`src/rtl/score_counter_if.sv`:
```
// Request/status bundle for the two-digit BCD score counter.
// The master drives the request pulses and the slave returns the score and status.
interface score_counter_if;
  logic       inc_pulse;
  logic       dec_pulse;
  logic       clr_pulse;
  logic [3:0] score_tens;
  logic [3:0] score_ones;
  logic       armed;
  logic       at_max;
  logic       at_min;
  logic       changed;

  modport master (
    output inc_pulse, dec_pulse, clr_pulse,
    input  score_tens, score_ones, armed, at_max, at_min, changed
  );

  modport slave (
    input  inc_pulse, dec_pulse, clr_pulse,
    output score_tens, score_ones, armed, at_max, at_min, changed
  );
endinterface

```
`src/rtl/score_counter.sv`:
```
// Two-digit BCD up/down score counter.
// A clear takes effect only when a second clr pulse arrives within CLR_WINDOW cycles of the first.
module score_counter #(
  parameter int WRAP       = 1,
  parameter int CLR_WINDOW = 50000000
) (
  input  logic           clk,
  input  logic           reset,
  score_counter_if.slave bus
);

  localparam int CW = $clog2(CLR_WINDOW + 1);

  localparam logic [0:0] ST_IDLE  = 1'b0;
  localparam logic [0:0] ST_ARMED = 1'b1;

  localparam logic [CW-1:0] WIN_LAST = CW'(CLR_WINDOW);
  localparam logic [CW-1:0] CNT_ONE  = CW'(1);
  localparam logic [CW-1:0] CNT_ZERO = CW'(0);

  logic [0:0]    state_q, state_d;
  logic [CW-1:0] cnt_q, cnt_d;
  logic [3:0]    tens_q, tens_d;
  logic [3:0]    ones_q, ones_d;
  logic          changed_q, changed_d;

  logic [7:0]    score_s;
  logic [7:0]    next_score_s;
  logic [7:0]    stepped_s;

  function automatic logic [7:0] bcd_inc(input logic [7:0] s);
    logic [7:0] r;
    if (s == 8'h99) begin
      r = (WRAP != 0) ? 8'h00 : 8'h99;
    end else if (s[3:0] == 4'd9) begin
      r = {s[7:4] + 4'd1, 4'd0};
    end else begin
      r = {s[7:4], s[3:0] + 4'd1};
    end
    return r;
  endfunction

  function automatic logic [7:0] bcd_dec(input logic [7:0] s);
    logic [7:0] r;
    if (s == 8'h00) begin
      r = (WRAP != 0) ? 8'h99 : 8'h00;
    end else if (s[3:0] == 4'd0) begin
      r = {s[7:4] - 4'd1, 4'd9};
    end else begin
      r = {s[7:4], s[3:0] - 4'd1};
    end
    return r;
  endfunction

  assign score_s = {tens_q, ones_q};

  // Score after applying inc/dec alone; inc and dec together cancel.
  always_comb begin
    stepped_s = score_s;
    if (bus.inc_pulse && !bus.dec_pulse) begin
      stepped_s = bcd_inc(score_s);
    end else if (bus.dec_pulse && !bus.inc_pulse) begin
      stepped_s = bcd_dec(score_s);
    end else begin
      stepped_s = score_s;
    end
  end

  // Clear-confirm FSM and next-score selection; clr outranks inc/dec in both states.
  always_comb begin
    state_d      = state_q;
    cnt_d        = cnt_q;
    next_score_s = score_s;
    case (state_q)
      ST_IDLE: begin
        if (bus.clr_pulse) begin
          state_d = ST_ARMED;
          cnt_d   = CNT_ONE;
        end else begin
          next_score_s = stepped_s;
        end
      end
      ST_ARMED: begin
        if (bus.clr_pulse) begin
          state_d      = ST_IDLE;
          cnt_d        = CNT_ZERO;
          next_score_s = 8'h00;
        end else if (bus.inc_pulse || bus.dec_pulse) begin
          state_d      = ST_IDLE;
          cnt_d        = CNT_ZERO;
          next_score_s = stepped_s;
        end else if (cnt_q >= WIN_LAST) begin
          state_d = ST_IDLE;
          cnt_d   = CNT_ZERO;
        end else begin
          cnt_d = cnt_q + CNT_ONE;
        end
      end
      default: begin
        state_d = ST_IDLE;
        cnt_d   = CNT_ZERO;
      end
    endcase
    tens_d    = next_score_s[7:4];
    ones_d    = next_score_s[3:0];
    changed_d = (next_score_s != score_s);
  end

  // State, window counter, score digits and change pulse.
  always_ff @(posedge clk or posedge reset) begin
    if (reset) begin
      state_q   <= ST_IDLE;
      cnt_q     <= CNT_ZERO;
      tens_q    <= 4'd0;
      ones_q    <= 4'd0;
      changed_q <= 1'b0;
    end else begin
      state_q   <= state_d;
      cnt_q     <= cnt_d;
      tens_q    <= tens_d;
      ones_q    <= ones_d;
      changed_q <= changed_d;
    end
  end

  assign bus.score_tens = tens_q;
  assign bus.score_ones = ones_q;
  assign bus.armed      = (state_q == ST_ARMED);
  assign bus.changed    = changed_q;
  assign bus.at_max     = (score_s == 8'h99);
  assign bus.at_min     = (score_s == 8'h00);

endmodule

```
`src/flat_wrapper.sv`:
```
// flat-port wrapper written by rule: the top's interface ports become plain ports
module score_counter_flat 
#(
  parameter int WRAP       = 1,
  parameter int CLR_WINDOW = 50000000
)
  (clk, reset, bus_inc_pulse, bus_dec_pulse, bus_clr_pulse, bus_score_tens, bus_score_ones, bus_armed, bus_at_max, bus_at_min, bus_changed);
  score_counter_if bus_i ();
  input  logic clk;
  input  logic reset;
  input wire logic [$bits(bus_i.inc_pulse)-1:0] bus_inc_pulse;
  input wire logic [$bits(bus_i.dec_pulse)-1:0] bus_dec_pulse;
  input wire logic [$bits(bus_i.clr_pulse)-1:0] bus_clr_pulse;
  output wire logic [$bits(bus_i.score_tens)-1:0] bus_score_tens;
  output wire logic [$bits(bus_i.score_ones)-1:0] bus_score_ones;
  output wire logic [$bits(bus_i.armed)-1:0] bus_armed;
  output wire logic [$bits(bus_i.at_max)-1:0] bus_at_max;
  output wire logic [$bits(bus_i.at_min)-1:0] bus_at_min;
  output wire logic [$bits(bus_i.changed)-1:0] bus_changed;
  assign bus_i.inc_pulse = bus_inc_pulse;
  assign bus_i.dec_pulse = bus_dec_pulse;
  assign bus_i.clr_pulse = bus_clr_pulse;
  assign bus_score_tens = bus_i.score_tens;
  assign bus_score_ones = bus_i.score_ones;
  assign bus_armed = bus_i.armed;
  assign bus_at_max = bus_i.at_max;
  assign bus_at_min = bus_i.at_min;
  assign bus_changed = bus_i.changed;
  score_counter #(.WRAP(WRAP), .CLR_WINDOW(CLR_WINDOW)) u_core (.clk(clk), .reset(reset), .bus(bus_i));
endmodule
```
`config.mk`:
```
export PLATFORM = sky130hd
export DESIGN_NAME = score_counter_flat
export DESIGN_NICKNAME = d
export VERILOG_FILES = /design/src/rtl/score_counter_if.sv /design/src/rtl/score_counter.sv /design/src/flat_wrapper.sv
export SDC_FILE = /design/constraint.sdc
export NUM_CORES = 1
export LEC_CHECK = 0
export CAP_MARGIN = 0
export CELL_PAD_IN_SITES_DETAIL_PLACEMENT = 0
export CELL_PAD_IN_SITES_GLOBAL_PLACEMENT = 1
export CORE_ASPECT_RATIO = 1.4
export CORE_MARGIN = 5
export CORE_UTILIZATION = 48
export CTS_CLUSTER_SIZE = 40
export DETAILED_ROUTE_END_ITERATION = 7
export PLACE_DENSITY_LB_ADDON = 0.1
export SLEW_MARGIN = 40
export SYNTH_ARGS = -nofsm -noshare
export SYNTH_HDL_FRONTEND = slang
export SYNTH_SLANG_ARGS = --single-unit
```
`constraint.sdc`:
```
create_clock -name clk -period 4.5 [get_ports clk]
set_input_delay 0.9 -clock clk [delete_from_list [all_inputs] [get_ports clk]]
set_output_delay 0.9 -clock clk [all_outputs]
set_load 0.02 [all_outputs]
```
==> out/qor.csv <==
metric,value,unit
status,"complete, no violations",
Max-Slew Margin vs Limit,44.05,%
GP Congestion,0.9799,
antenna-violating nets left,0,
antenna violations before repair,0,
most common cell in the netlist,dfrtp_1,
H-tree depth,2,
Fillers,502,
synth-to-layout area growth,11.25,%
chip height,96.18,um
WS Path Type,flop to output pin,
port bufs,16,
fin cells,390,
vias,2431,
critical path arrival,2.56,ns
TritonCTS buffer count,5,
CP Cell Sequence,inv_1 > ha_1 > nor3b_1 > and2_1 > clkdlybuf4s50_1,
maxcap violations,0,
placed inst area,2743,um^2
RSZ-0062 raised after global routing,false,
PD cells,310.9,nW/um^2
fin area,2833,um^2
highest-delay cell along the critical path,clkdlybuf4s50_1,
Syn Std Cell Area,2546,um^2
dominant cells by area after synthesis,"dfrtp_1 (35%), o21ai_0 (6.1%), nand2_1 (4.1%)",
vias per cell,6.233,
die width,71.56,um
Slew Limit Fails,0,
vias in the first global route,2441,
placed cells,382,
"Reg clk slew, reported paths",0.07,ns
fmax,288.7,MHz
setup bufs post-CTS,0,
Synth Warn #,0,
"Net Count, Synth",326,
grt ovf,0,
Ports,17,
HP Class,flop to flop,
Skew-Pair Late Insertion Delay,0.29,ns
Post-route DRC,0,
Worst Path Max Fanout,10,
"Period Utilization, post-route",76.99,%
Leak,1.159,nW
initial DRC count,149,
Synth Instances,313,
post-synth cell types,54,
Setup crit end kind,output pin,
CTS tree,built,
TritonRoute pass-1 iters,5,
Longest Clk Path Bufs,2,
Peak VDD IR,147.1,uV
DPL Wire Length,4969,um
full die area,6882,um^2
Tmin final,3.464,ns
Post-synth EDFFs,0,
Synth Flop Type,dfrtp_1,
Tightest Pin Transition,0.8328,ns
Final Hold Fails,0,
Post-synth ARST share,100.0,%
FP Rows,31,
#FFs+latches synth,36,
largest net degree at the start of global routing,37,
"area leader, netlist",dfrtp_1,
CP required,3.60,ns
Final setup viols,0,
initial core utilization,49.36,%
worst reg2reg setup slack,1.76,ns
Resize count post-CTS,0,
Final #Nets,336,
core area,5159,um^2
wire length per cell,17.80,um
sequential share of the synthesized area,35.38,%
Final Skew,0.007535,ns
CP peak stage delay,0.60,ns
clock root buffer,clkbuf_8,
Detailed Route WL,6942,um
synthesized area per cell,8.135,um^2
first-pass GRT wire length,11590,um
post-synth top area share,35.38,%
crit start category,flop,
hold buffer count at CTS,0,
clk sinks,36,
diode count,0,
final setup TNS,0,ns
gr usage total,21.39,%
share of cells above drive strength 1,5.247,%
synth cell count leaders,"dfrtp_1 (36), o21ai_0 (31), nand2_1 (28)",
stage by stage:
step,hold WS (ns),worst slack (ns),utilization [%],power (mW)
final,0.4724,1.036,54.91,0.8806
after global routing,0.5060,0.8172,54.91,0.9381
after CTS,0.4766,1.005,54.91,0.8900
after detailed placement,0.4666,0.9198,53.17,0.6480
after global placement,0.4509,0.9622,53.17,0.6492
after floorplan,0.4432,2.059,-,0.5486
cell type report:
type / instances / area (um^2) / area share, %
inverters: 14 / 52.55 / 1.855
clock buffers: 8 / 90.09 / 3.180
repair buffers: 20 / 190.2 / 6.714
flip-flops and latches: 36 / 900.9 / 31.80
multi-input cells: 246 / 1516 / 53.53
well taps: 66 / 82.58 / 2.915
power by group:
part / switching [mW] / internal [mW] / leakage (nW)
clock: 0.112 / 0.125 / 0.0455
combinational: 0.146 / 0.108 / 0.623
sequential: 0.0484 / 0.342 / 0.491
total: 0.306 / 0.575 / 1.16
flip-flops by register name, indices dropped and copies added, names as in the netlist:
| name | flops |
|---|---|
| u_core.bus.changed | 1 |
| u_core.bus.score_ones | 4 |
| u_core.cnt_q | 26 |
| u_core.bus.armed | 1 |
| u_core.bus.score_tens | 4 |
metal layers:
layer / track usage [%] / wire, um / share of wire (%)
met1: 23.59 / 2747 / 40
met3: 2.508 / 219 / 3.2
met4: 14.89 / 397 / 5.7
met5: 0 / 0 / 0
met2: 37.88 / 3577 / 52
cells by family (layout without fill, tap and decap cells):
family	Yosys count	count (layout)	share of synthesized area, %
and+or+nand+nor	142	142	30.17
AOI/OAI and AO/OA	88	88	22.51
DFF	36	36	35.38
buffers and inverters	31	42	5.061
adders and majority gates	8	8	3.931
xor gates and xnor gates	4	4	1.376
muxes	4	4	1.573
path summary, 6_finish.rpt:
path / from / endpoint / cells past startpoint
worst min-delay path: u_core.cnt_q[4] / u_core.cnt_q[4] / 1
max in group asynchronous: reset / u_core.bus.changed / 3
worst min register to register: u_core.cnt_q[4] / u_core.cnt_q[4] / 1
min in group asynchronous: reset / u_core.cnt_q[2] / 3
worst max-delay path: u_core.bus.score_ones[1] / bus_at_min / 5
worst max register to register: u_core.bus.score_ones[1] / u_core.bus.changed / 8
cells in the final DEF, fill, tap and decap left out, types with 2 or more instances in the layout:
cell type        instances
o21ai_0                 31
a22o_1                   7
nand3_1                 21
nand2_1                 28
or4_1                    2
nor3b_1                  5
clkbuf_8                 6
clkbuf_1                 2
a31oi_1                  5
a221oi_1                 2
and3_1                   7
and4_1                   3
o211ai_1                 2
dfrtp_1                 36
inv_1                   14
a211oi_1                 3
nor2_1                  18
nor2b_1                  8
or2_2                    4
mux2i_1                  4
ha_1                     8
nor4_1                   2
xor2_1                   3
nand2b_1                 3
and2_1                   5
nand3b_1                 6
a2111oi_0                2
a21o_1                   5
and3b_1                  2
a21oi_1                 17
buf_4                    4
or3_1                    6
nand4_1                  8
nor3_1                  10
clkdlybuf4s50_1         16
critical path: cells and delay by family, from the launching register on:
kind / cells / cell delay [ns]
buf+inv: 2 / 0.80
fa+ha+maj: 1 / 0.31
flops: 1 / 0.50
simple gates: 2 / 0.67
Power figures use the tool's default switching activity.
==> RTL change: new RTL, config.mk and constraints unchanged <==
`CLR_WINDOW` is set to 50000000 in 2 places; all go to 12500000.
--- a/src/rtl/score_counter.sv
+++ b/src/rtl/score_counter.sv
@@ -4,3 +4,3 @@
   parameter int WRAP       = 1,
-  parameter int CLR_WINDOW = 50000000
+  parameter int CLR_WINDOW = 12500000
 ) (
--- a/src/flat_wrapper.sv
+++ b/src/flat_wrapper.sv
@@ -4,3 +4,3 @@
   parameter int WRAP       = 1,
-  parameter int CLR_WINDOW = 50000000
+  parameter int CLR_WINDOW = 12500000
 )
Check against the original RTL: no difference found for any inputs over 10 cycles, from zero or initial values and one cycle with reset high; that may be too few to reach the edited logic, so the function may still have changed.
==> RTL change against the unedited design <==
- global-route usage shrank 2.0 points
- largest cell class unchanged
- final area shrank 6.5%
- first-iteration DRC count shrank 16%
- synthesized area shrank 7.3%
- sequential cell count shrank 2
- highest routed layer unchanged
- routed wire length shrank 16%
- clock power grew 4%
- clock skew shrank 0.0018 ns
- non-clock buffer count is the same
- power grew 5.0%
- setup slack gained 0.18 ns
==> RTL change: results (changes against the unedited design) <==
<table>
<tr><th>Metric</th><th>Value</th></tr>
<tr><th colspan="2">Final layout</th></tr>
<tr><td>Flip-flop count of the largest register, all copies and words added</td><td>24 (was 26)</td></tr>
<tr><td>Total of fill cells in the finished design</td><td>499 (was 502)</td></tr>
<tr><td>Sequential Area</td><td>850.8 sq um (was 900.9 sq um)</td></tr>
<tr><th colspan="2">Pwr</th></tr>
<tr><td>Leakage power</td><td>1.069 nW (was 1.159 nW)</td></tr>
<tr><td>Sw power</td><td>338.3 uW (was 305.8 uW)</td></tr>
<tr><td>Worst vdd rail ir drop</td><td>176.8 uV (was 147.1 uV)</td></tr>
<tr><th colspan="2">Outcome</th></tr>
<tr><td>Result of the run</td><td>completed (unchanged)</td></tr>
<tr><th colspan="2">Min path</th></tr>
<tr><td>Hold path startpoint</td><td>u_core.cnt_q[20] (was u_core.cnt_q[4])</td></tr>
<tr><td>Worst-case hold path end point</td><td>u_core.cnt_q[20] (was u_core.cnt_q[4])</td></tr>
<tr><th colspan="2">STA</th></tr>
<tr><td>Hold Slack</td><td>0.4935 ns (was 0.4724 ns)</td></tr>
<tr><th colspan="2">Routing</th></tr>
<tr><td>Wire length on met3</td><td>193 um (was 219 um)</td></tr>
<tr><td>Routed met1 length</td><td>2.423 mm (was 2.747 mm)</td></tr>
<tr><td>Routed length per placed instance</td><td>16.09 um (was 17.80 um)</td></tr>
<tr><th colspan="2">Logic synthesis</th></tr>
<tr><td>Number of library cell types mapped by synthesis</td><td>55 (was 54)</td></tr>
<tr><td>Fraction of the mapped netlist area in compound gates</td><td>22.32% (was 22.51%)</td></tr>
<tr><td>Post-Syn Nets</td><td>299 (was 326)</td></tr>
<tr><td>Mux cell area share after synthesis</td><td>1.750% (was 1.572%)</td></tr>
<tr><td>Synthesized netlist cell count</td><td>286 (was 313)</td></tr>
<tr><th colspan="2">Placed design</th></tr>
<tr><td>Post-Place Worst Slack</td><td>1.115 ns (was 0.9198 ns)</td></tr>
<tr><td>Total instance count after detailed placement</td><td>354 (was 382)</td></tr>
<tr><td>Sum of net half-perimeters after detailed placement</td><td>4.169 mm (was 4.969 mm)</td></tr>
<tr><td>Total placed instance area</td><td>2559 sq um (was 2743 sq um)</td></tr>
<tr><th colspan="2">Critical path</th></tr>
<tr><td>FF-to-FF Start</td><td>u_core.bus.score_ones[0] (was u_core.bus.score_ones[1])</td></tr>
<tr><th colspan="2">GRT</th></tr>
<tr><td>Overall routing resource usage</td><td>19.38% (was 21.39%)</td></tr>
<tr><td>Vias in the first global route</td><td>2,122 (was 2,441)</td></tr>
</table>
-- RTL change: changes by cell type in the layout (fill, tap and decap cells not counted), sizes merged, moves of 5 or more --
| cell | before | now |
|---|---|---|
| o311ai | 1 | 8 |
| o21ai | 31 | 16 |
| a22o | 7 | 2 |
| o22ai | 1 | 9 |
| a21oi | 17 | 12 |
-- RTL change: how the worst max path moves through the flow --
| stage | start | end |
|---|---|---|
| final | u_core.bus.score_ones[0] | bus_at_min |
| after global routing | u_core.bus.score_ones[0] | bus_at_min |
| after CTS | u_core.bus.score_ones[0] | bus_at_min |
| after detailed placement | bus_inc_pulse | u_core.bus.changed |
| after global placement | bus_inc_pulse | u_core.bus.changed |
| after floorplan | bus_inc_pulse | u_core.bus.changed |
-- RTL change: power groups by stage --
stage / Clock [mW] / Sequential [mW] / Combinational [mW]
after floorplan: 0 / 0.388 / 0.191
after global placement: 0 / 0.383 / 0.302
after detailed placement: 0 / 0.384 / 0.301
after CTS: 0.250 / 0.378 / 0.303
after global routing: 0.261 / 0.385 / 0.332
final: 0.246 / 0.378 / 0.301
-- RTL change: critical path: cells and delay by family (launching register included) --
kind	cells	cell delay, ns
simple gates	2	0.56
fa+ha+maj	1	0.26
flops	1	0.50
buf+inv	2	0.77
-- RTL change: area by class of cell --
type,count,share of cell area (%)
clock buffers,7,3.261
clock inverters,1,0.1890
inverters,15,2.127
multi-input cells,221,52.27
flip-flops and latches,34,32.14
well taps,64,3.025
repair buffers,20,6.994
-- RTL change: kinds of logic after synthesis --
family,after synthesis
flops,34
compound gates,76
buf+inv,31
simple gates,131
xor+xnor,2
fa+ha+maj,8
mux,4
-- RTL change: routing by layer --
layer  global-route usage, %  vias up
met4                   5.700        0
met5                       0        -
met3                   3.583       10
met2                   35.91       37
met1                   22.38     1046
li1                        -     1085
